===== config.mk =====
export PLATFORM = sky130hd
export DESIGN_NAME = mux_scan_serializer
export DESIGN_NICKNAME = d
export VERILOG_FILES = /design/src/rtl/mux_scan_serializer.sv
export SDC_FILE = /design/constraint.sdc
export NUM_CORES = 1
export LEC_CHECK = 0
export CAP_MARGIN = 15
export CORE_ASPECT_RATIO = 0.75
export CORE_MARGIN = 4
export CORE_UTILIZATION = 34
export DETAILED_ROUTE_END_ITERATION = 7
export MAX_ROUTING_LAYER = met4
export PLACE_DENSITY_LB_ADDON = 0.15
export SLEW_MARGIN = 20
export SYNTH_ARGS = -nofsm -noshare
export SYNTH_HDL_FRONTEND = slang
export SYNTH_SLANG_ARGS = --single-unit

===== constraint.sdc =====
create_clock -name clk -period 1.3 [get_ports clk]
set_clock_uncertainty 0.05 [all_clocks]
set_input_delay 0.26 -clock clk [delete_from_list [all_inputs] [get_ports clk]]
set_output_delay 0.26 -clock clk [all_outputs]
set_load 0.05 [all_outputs]

===== src/rtl/mux_scan_serializer.sv =====
// mux_scan_serializer: captures an 8-bit word, scans it through an external
// 8:1 mux (mux_a / mux_s -> mux_out) and streams the selected bits out on a
// valid/ready serial interface. LSB_FIRST selects the scan order.
// Optional feature: define MUX_SCAN_PARITY_EN to append an even-parity bit
// after the 8 data bits (frame length 9, ser_last on the parity bit).
module mux_scan_serializer #(
  parameter bit LSB_FIRST = 1'b1
) (
  input  logic       clk,
  input  logic       rst_n,
  input  logic       load_valid,
  input  logic [7:0] load_data,
  output logic       load_ready,
  output logic [7:0] mux_a,
  output logic [2:0] mux_s,
  input  logic       mux_out,
  output logic       ser_data,
  output logic       ser_valid,
  output logic       ser_last,
  input  logic       ser_ready,
  output logic       busy
);

  // Scan index of the first and of the eighth bit of a frame.
  localparam logic [2:0] FIRST_IDX = LSB_FIRST ? 3'd0 : 3'd7;
  localparam logic [2:0] LAST_IDX  = LSB_FIRST ? 3'd7 : 3'd0;

`ifdef MUX_SCAN_PARITY_EN
  typedef enum logic [1:0] {IDLE, SHIFT, PAR} state_t;
`else
  typedef enum logic {IDLE, SHIFT} state_t;
`endif

  state_t     state, state_nxt;
  logic [7:0] mux_a_nxt;
  logic [2:0] mux_s_nxt;
  logic       at_last;

`ifdef MUX_SCAN_PARITY_EN
  logic par_acc, par_nxt;
`endif

  // The eighth bit sits at the far end of the scan; the index never wraps.
  assign at_last = (mux_s == LAST_IDX);

  // State, captured word and scan index registers.
  // NOTE: sequential state uses non-blocking (<=) so every register samples
  // pre-edge values; the datapath registers are reset too because mux_a and
  // mux_s are visible outputs with defined reset values.
  always_ff @(posedge clk or negedge rst_n) begin
    if (!rst_n) begin
      state <= IDLE;
      mux_a <= 8'h00;
      mux_s <= 3'd0;
    end else begin
      state <= state_nxt;
      mux_a <= mux_a_nxt;
      mux_s <= mux_s_nxt;
    end
  end

`ifdef MUX_SCAN_PARITY_EN
  // Parity accumulator: XOR of the bits transferred so far in this frame.
  always_ff @(posedge clk or negedge rst_n) begin
    if (!rst_n) begin
      par_acc <= 1'b0;
    end else begin
      par_acc <= par_nxt;
    end
  end
`endif

  // Next-state logic and handshake outputs; ser_valid depends on state only.
  always_comb begin
    // NOTE: every signal gets a default first so no path leaves one
    // unassigned, which would otherwise infer a latch.
    state_nxt  = state;
    mux_a_nxt  = mux_a;
    mux_s_nxt  = mux_s;
    load_ready = 1'b0;
    busy       = 1'b1;
    ser_valid  = 1'b0;
    ser_data   = 1'b0;
    ser_last   = 1'b0;
`ifdef MUX_SCAN_PARITY_EN
    par_nxt    = par_acc;
`endif

    case (state)
      IDLE: begin
        load_ready = 1'b1;
        busy       = 1'b0;
        if (load_valid) begin
          mux_a_nxt = load_data;
          mux_s_nxt = FIRST_IDX;
          state_nxt = SHIFT;
        end
      end

      SHIFT: begin
        ser_valid = 1'b1;
        ser_data  = mux_out;
`ifndef MUX_SCAN_PARITY_EN
        ser_last  = at_last;
`endif
        if (ser_ready) begin
`ifdef MUX_SCAN_PARITY_EN
          par_nxt = par_acc ^ mux_out;
`endif
          if (at_last) begin
`ifdef MUX_SCAN_PARITY_EN
            state_nxt = PAR;
`else
            state_nxt = IDLE;
`endif
          end else if (LSB_FIRST) begin
            mux_s_nxt = mux_s + 3'd1;
          end else begin
            mux_s_nxt = mux_s - 3'd1;
          end
        end
      end

`ifdef MUX_SCAN_PARITY_EN
      PAR: begin
        ser_valid = 1'b1;
        ser_data  = par_acc;
        ser_last  = 1'b1;
        if (ser_ready) begin
          par_nxt   = 1'b0;
          state_nxt = IDLE;
        end
      end
`endif

      default: begin
        state_nxt = IDLE;
      end
    endcase
  end

endmodule


Word-level counts from Yosys, hierarchy flattened
Index checks and enable logic that the tools add are counted.
Storage, ports and cells
  register bits after elaboration: 12
  bits of input ports: 13
  output and inout port bits: 16
  word-level logic and storage cells: 23
Cells by class
  add/sub/neg operators: 1
  equal/unequal tests: 4
  multiplexer cells: 12
  bitwise logic cells: 1
  reductions and logical operators: 2
Operators by type and width (count)
  $mux W3: 3
  $mux W1: 7
  $ne A2 B2 Y1 const B: 3
  $pmux W3 S2: 1
  $add A3 B1 Y3 const B: 1
  $eq A3 B3 Y1 const B: 1
  $reduce_and A3 Y1: 1
  $pmux W1 S2: 1
  $reduce_and A2 Y1: 1
  $not A1 Y1: 1

Depth between registers and ports, before layout
  word-level depth: 4
  depth in mapped cells: 4
  gate-level depth less buffers: 4

Worst setup path after synthesis
Ideal clock, no wire load.
  path type: register to register
  start: reg mux_s[0]
  end: reg state
  setup time: 143 ps
  arrival time: 1632 ps
  data required time: 1107 ps
  setup slack: -525 ps
  cell stages (with the launch flop): 5
  buffers on the path: 0
  period minus slack after synthesis: 1825 ps
  cells stage by stage: dfrtp_1 -> ha_1 -> ha_1 -> and2_1 -> a21oi_1
Between the ends
  longest elaborated chain between the ends: 4
RTL lines
  start: declaration: RTL line 15  | output logic [2:0] mux_s,
  start signal: assignment: RTL line 58  | mux_s <= mux_s_nxt;
  $eq A3 B3 Y1: RTL line 44  | assign at_last = (mux_s == LAST_IDX);
  $mux W1: RTL line 110  | if (at_last) begin
  $mux W1: RTL line 106  | if (ser_ready) begin
  $pmux W1 S2: RTL line 89  | case (state)
  net state_nxt: RTL line 34  | state_t state, state_nxt;
  end signal: assignment: RTL line 56  | state <= state_nxt;
  end: declaration: RTL line 34
The timed path passes the listed nets, and every way through them passes these cells.
A chain may end at the register's enable or synchronous reset.

Final worst setup path
  start: reg mux_s[1]
  end: out ser_last
Between the ends
  longest elaborated chain between the ends: 2
RTL lines
  $eq A3 B3 Y1: RTL line 44
  $mux W1: RTL line 89
  end: declaration: RTL line 19  | output logic ser_last,
Every way passes these cells.

==> metrics <==
Layout Nets 103; initial drt markers 3; critical path class reg -> out; crit-path max FO 2; die height 44.21 um; clk sink count 12; final setup margin -0.3074 ns; Chip Width 56.28 um; RSZ-0062 raised after global routing yes; CTS H-tree lvls 1; highest ir drop seen on vdd 1.741 mV; first-pass GRT wire length 2.608 mm; CTS buffer count 3; WP data required 0.99 ns; top-area cell type share of the netlist area 0.5053; synth warn 0; ranking of synthesized cells by area dfrtp_1 51%, mux2_4 20%, ha_1 4.2%; worst slew pin tran 0.2013 ns; Inst Count DP 99; Syn Std Cell Area 594.3 sq um; Crit Reg-Reg Endpoint mux_s[2]; final wirelength 1.651 mm; Final setup violation count 7; CP Launch Type register; Hold WC Path Type in -> async; status complete, but fails checks; Ports 29; sequential-to-total area share from yosys stat 0.5053; grt total ovfl 0; fin crit share 1.236; Yosys top cell by area dfrtp_1; Setup crit end kind output pin; site row count 12; Clock Path Buffers 2; power per standard cell area 2605 mW/mm^2; WP data arrival 1.30 ns; Die ar. 0.002488 sq mm; global placer's final weighted congestion 0.7383; via count 509; critical path's top delay family flip-flops; Synth Instances 44; hpwl dp 1.273 mm; violated checks setup timing; Max-slew headroom 0.8652; Worst Reg-to-Reg Cells 4; Clk Latency, worst-skew pair 0.27 ns; Pwr Total 3.293 mW; TNS Setup -0.8139 ns; I/O Buffers 28; pin count of the biggest net entering global routing 13; vias in the first global route 541; FF-to-FF Start state; ANT nets after route 0; initial antenna violation count 0; Core Area 0.001562 sq mm; Final Hold Vio Count 0; R2R Setup Slk -0.12 ns; Cell Chain, Critical Path ha_4 > ha_4 > and2_4 > buf_12; post-route minimum period 1.607 ns; drt pass-1 iters 2; WP depth 4; final core utilization 0.8093; Peak Freq 0.6221 GHz; CTS root buf clkbuf_4; largest stage delay on the critical path 0.43 ns; #FFs+latches synth 12; Total GRT Usage 0.1421; cts hold-fix bufs 0; share of layout cells above drive strength 1 0.6552; WL/cell 15.29 um; post-synthesis cell type count 18; Hold WS 0.2333 ns; final std cells w/o fill 108; CTS tree yes; syn_nets 59; crit path max-delay cell type dfrtp_2; detailed-route DRC error count 0; synthesis-to-layout area growth 112.6%; Critical Path Most Common Cell ha_4; Avg Cell Area, Syn 13.51 sq um; ANT cells 0; Leakage Power 0.5480 nW; max cap viols 0; number of vias per cell 4.713; initial core utilization 0.3806; Reg clk slew, reported paths 0.07 ns; count of pins over their slew limit 0; WP buf/inv 1
[worst max path at each step]
stage	startpoint	to	slack, ns
3_3_place_gp	load_valid	mux_a[0]	-0.26
2_1_floorplan	mux_s[0]	ser_last	-0.09
4_1_cts	mux_s[0]	ser_last	-0.32
3_5_place_dp	load_valid	mux_a[0]	-0.26
6_report	mux_s[1]	ser_last	-0.31
5_1_grt	mux_s[1]	ser_last	-0.35
[per-layer routing]
metal / GRT usage / part of all wire / up-vias
met4: 0.01422 / 0 / 0
li1: - / - / 242
met5: - / 0 / -
met2: 0.2424 / 0.51 / 17
met1: 0.1649 / 0.44 / 250
met3: 0.05831 / 0.058 / 0
[area by class of cell]
cell class                 instances  area (sq um)
multi-input combinational         28         316.6
sequential                        12         305.3
fill                              88         297.8
timing repair buffer              42         571.8
tap                               21         26.28
clock buffer                       4         36.28
inverter                           1         7.507
[flip-flops by register name (all words and copies together) (netlist names)]
signal	flops
mux_s	3
state	1
mux_a	8
[per-stage QoR]
| stage | cell area (sq um) | setup slack [ns] |
|---|---|---|
| floorplan | 639.4 | -0.08533 |
| global placement | 1144 | -0.2551 |
| detailed placement | 1144 | -0.2587 |
| CTS | 1224 | -0.3154 |
| global route | 1264 | -0.3502 |
| finish | 1264 | -0.3074 |
[logic make-up (layout without fill, tap and decap cells)]
kind of cell / count (synthesis) / after routing / share of synthesized area
fa+ha+maj: 2 / 2 / 0.04210
compound gates: 4 / 4 / 0.04841
flops: 12 / 12 / 0.5053
simple gates: 14 / 14 / 0.1558
mux: 8 / 8 / 0.2021
buf+inv: 4 / 47 / 0.04631
[Yosys cell counts]
| cell type | count |
|---|---|
| a21oi_1 | 1 |
| and2_1 | 2 |
| buf_2 | 1 |
| buf_4 | 1 |
| buf_6 | 1 |
| dfrtp_1 | 12 |
| ha_1 | 2 |
| inv_1 | 1 |
| mux2_4 | 8 |
| nand2_1 | 3 |
| nand2b_1 | 1 |
| nand4b_1 | 2 |
| nand4bb_1 | 1 |
| nor2_1 | 1 |
| nor2b_1 | 2 |
| o211ai_1 | 2 |
| o221ai_1 | 1 |
| or3b_2 | 2 |
[power breakdown]
group	switching, mW	total [mW]	internal, mW	leakage [nW]
clock network	0.118	0.289	0.170	0.0210
registers	0.207	0.763	0.557	0.140
logic	1.04	2.24	1.20	0.387
[cell usage in the layout, fill, tap and decap left out, types with 2 or more instances in the layout]
cell | Yosys | routed
clkdlybuf4s50_1 | 0 | 12
mux2_4 | 8 | 8
buf_6 | 1 | 5
o211ai_1 | 2 | 2
clkbuf_4 | 0 | 3
nand4b_1 | 2 | 2
buf_12 | 0 | 16
dfrtp_2 | 0 | 4
nand2_1 | 3 | 3
and2_4 | 0 | 2
buf_4 | 1 | 8
ha_4 | 0 | 2
or3b_2 | 2 | 2
dfrtp_1 | 12 | 8
[timing repair]
action                     in CTS  in global routing
pin swaps                       1                  3
setup buffers                   5                  3
setup endpoints to repair      10                 18
resized for setup               4                  8
Power figures use the tool's default switching activity.
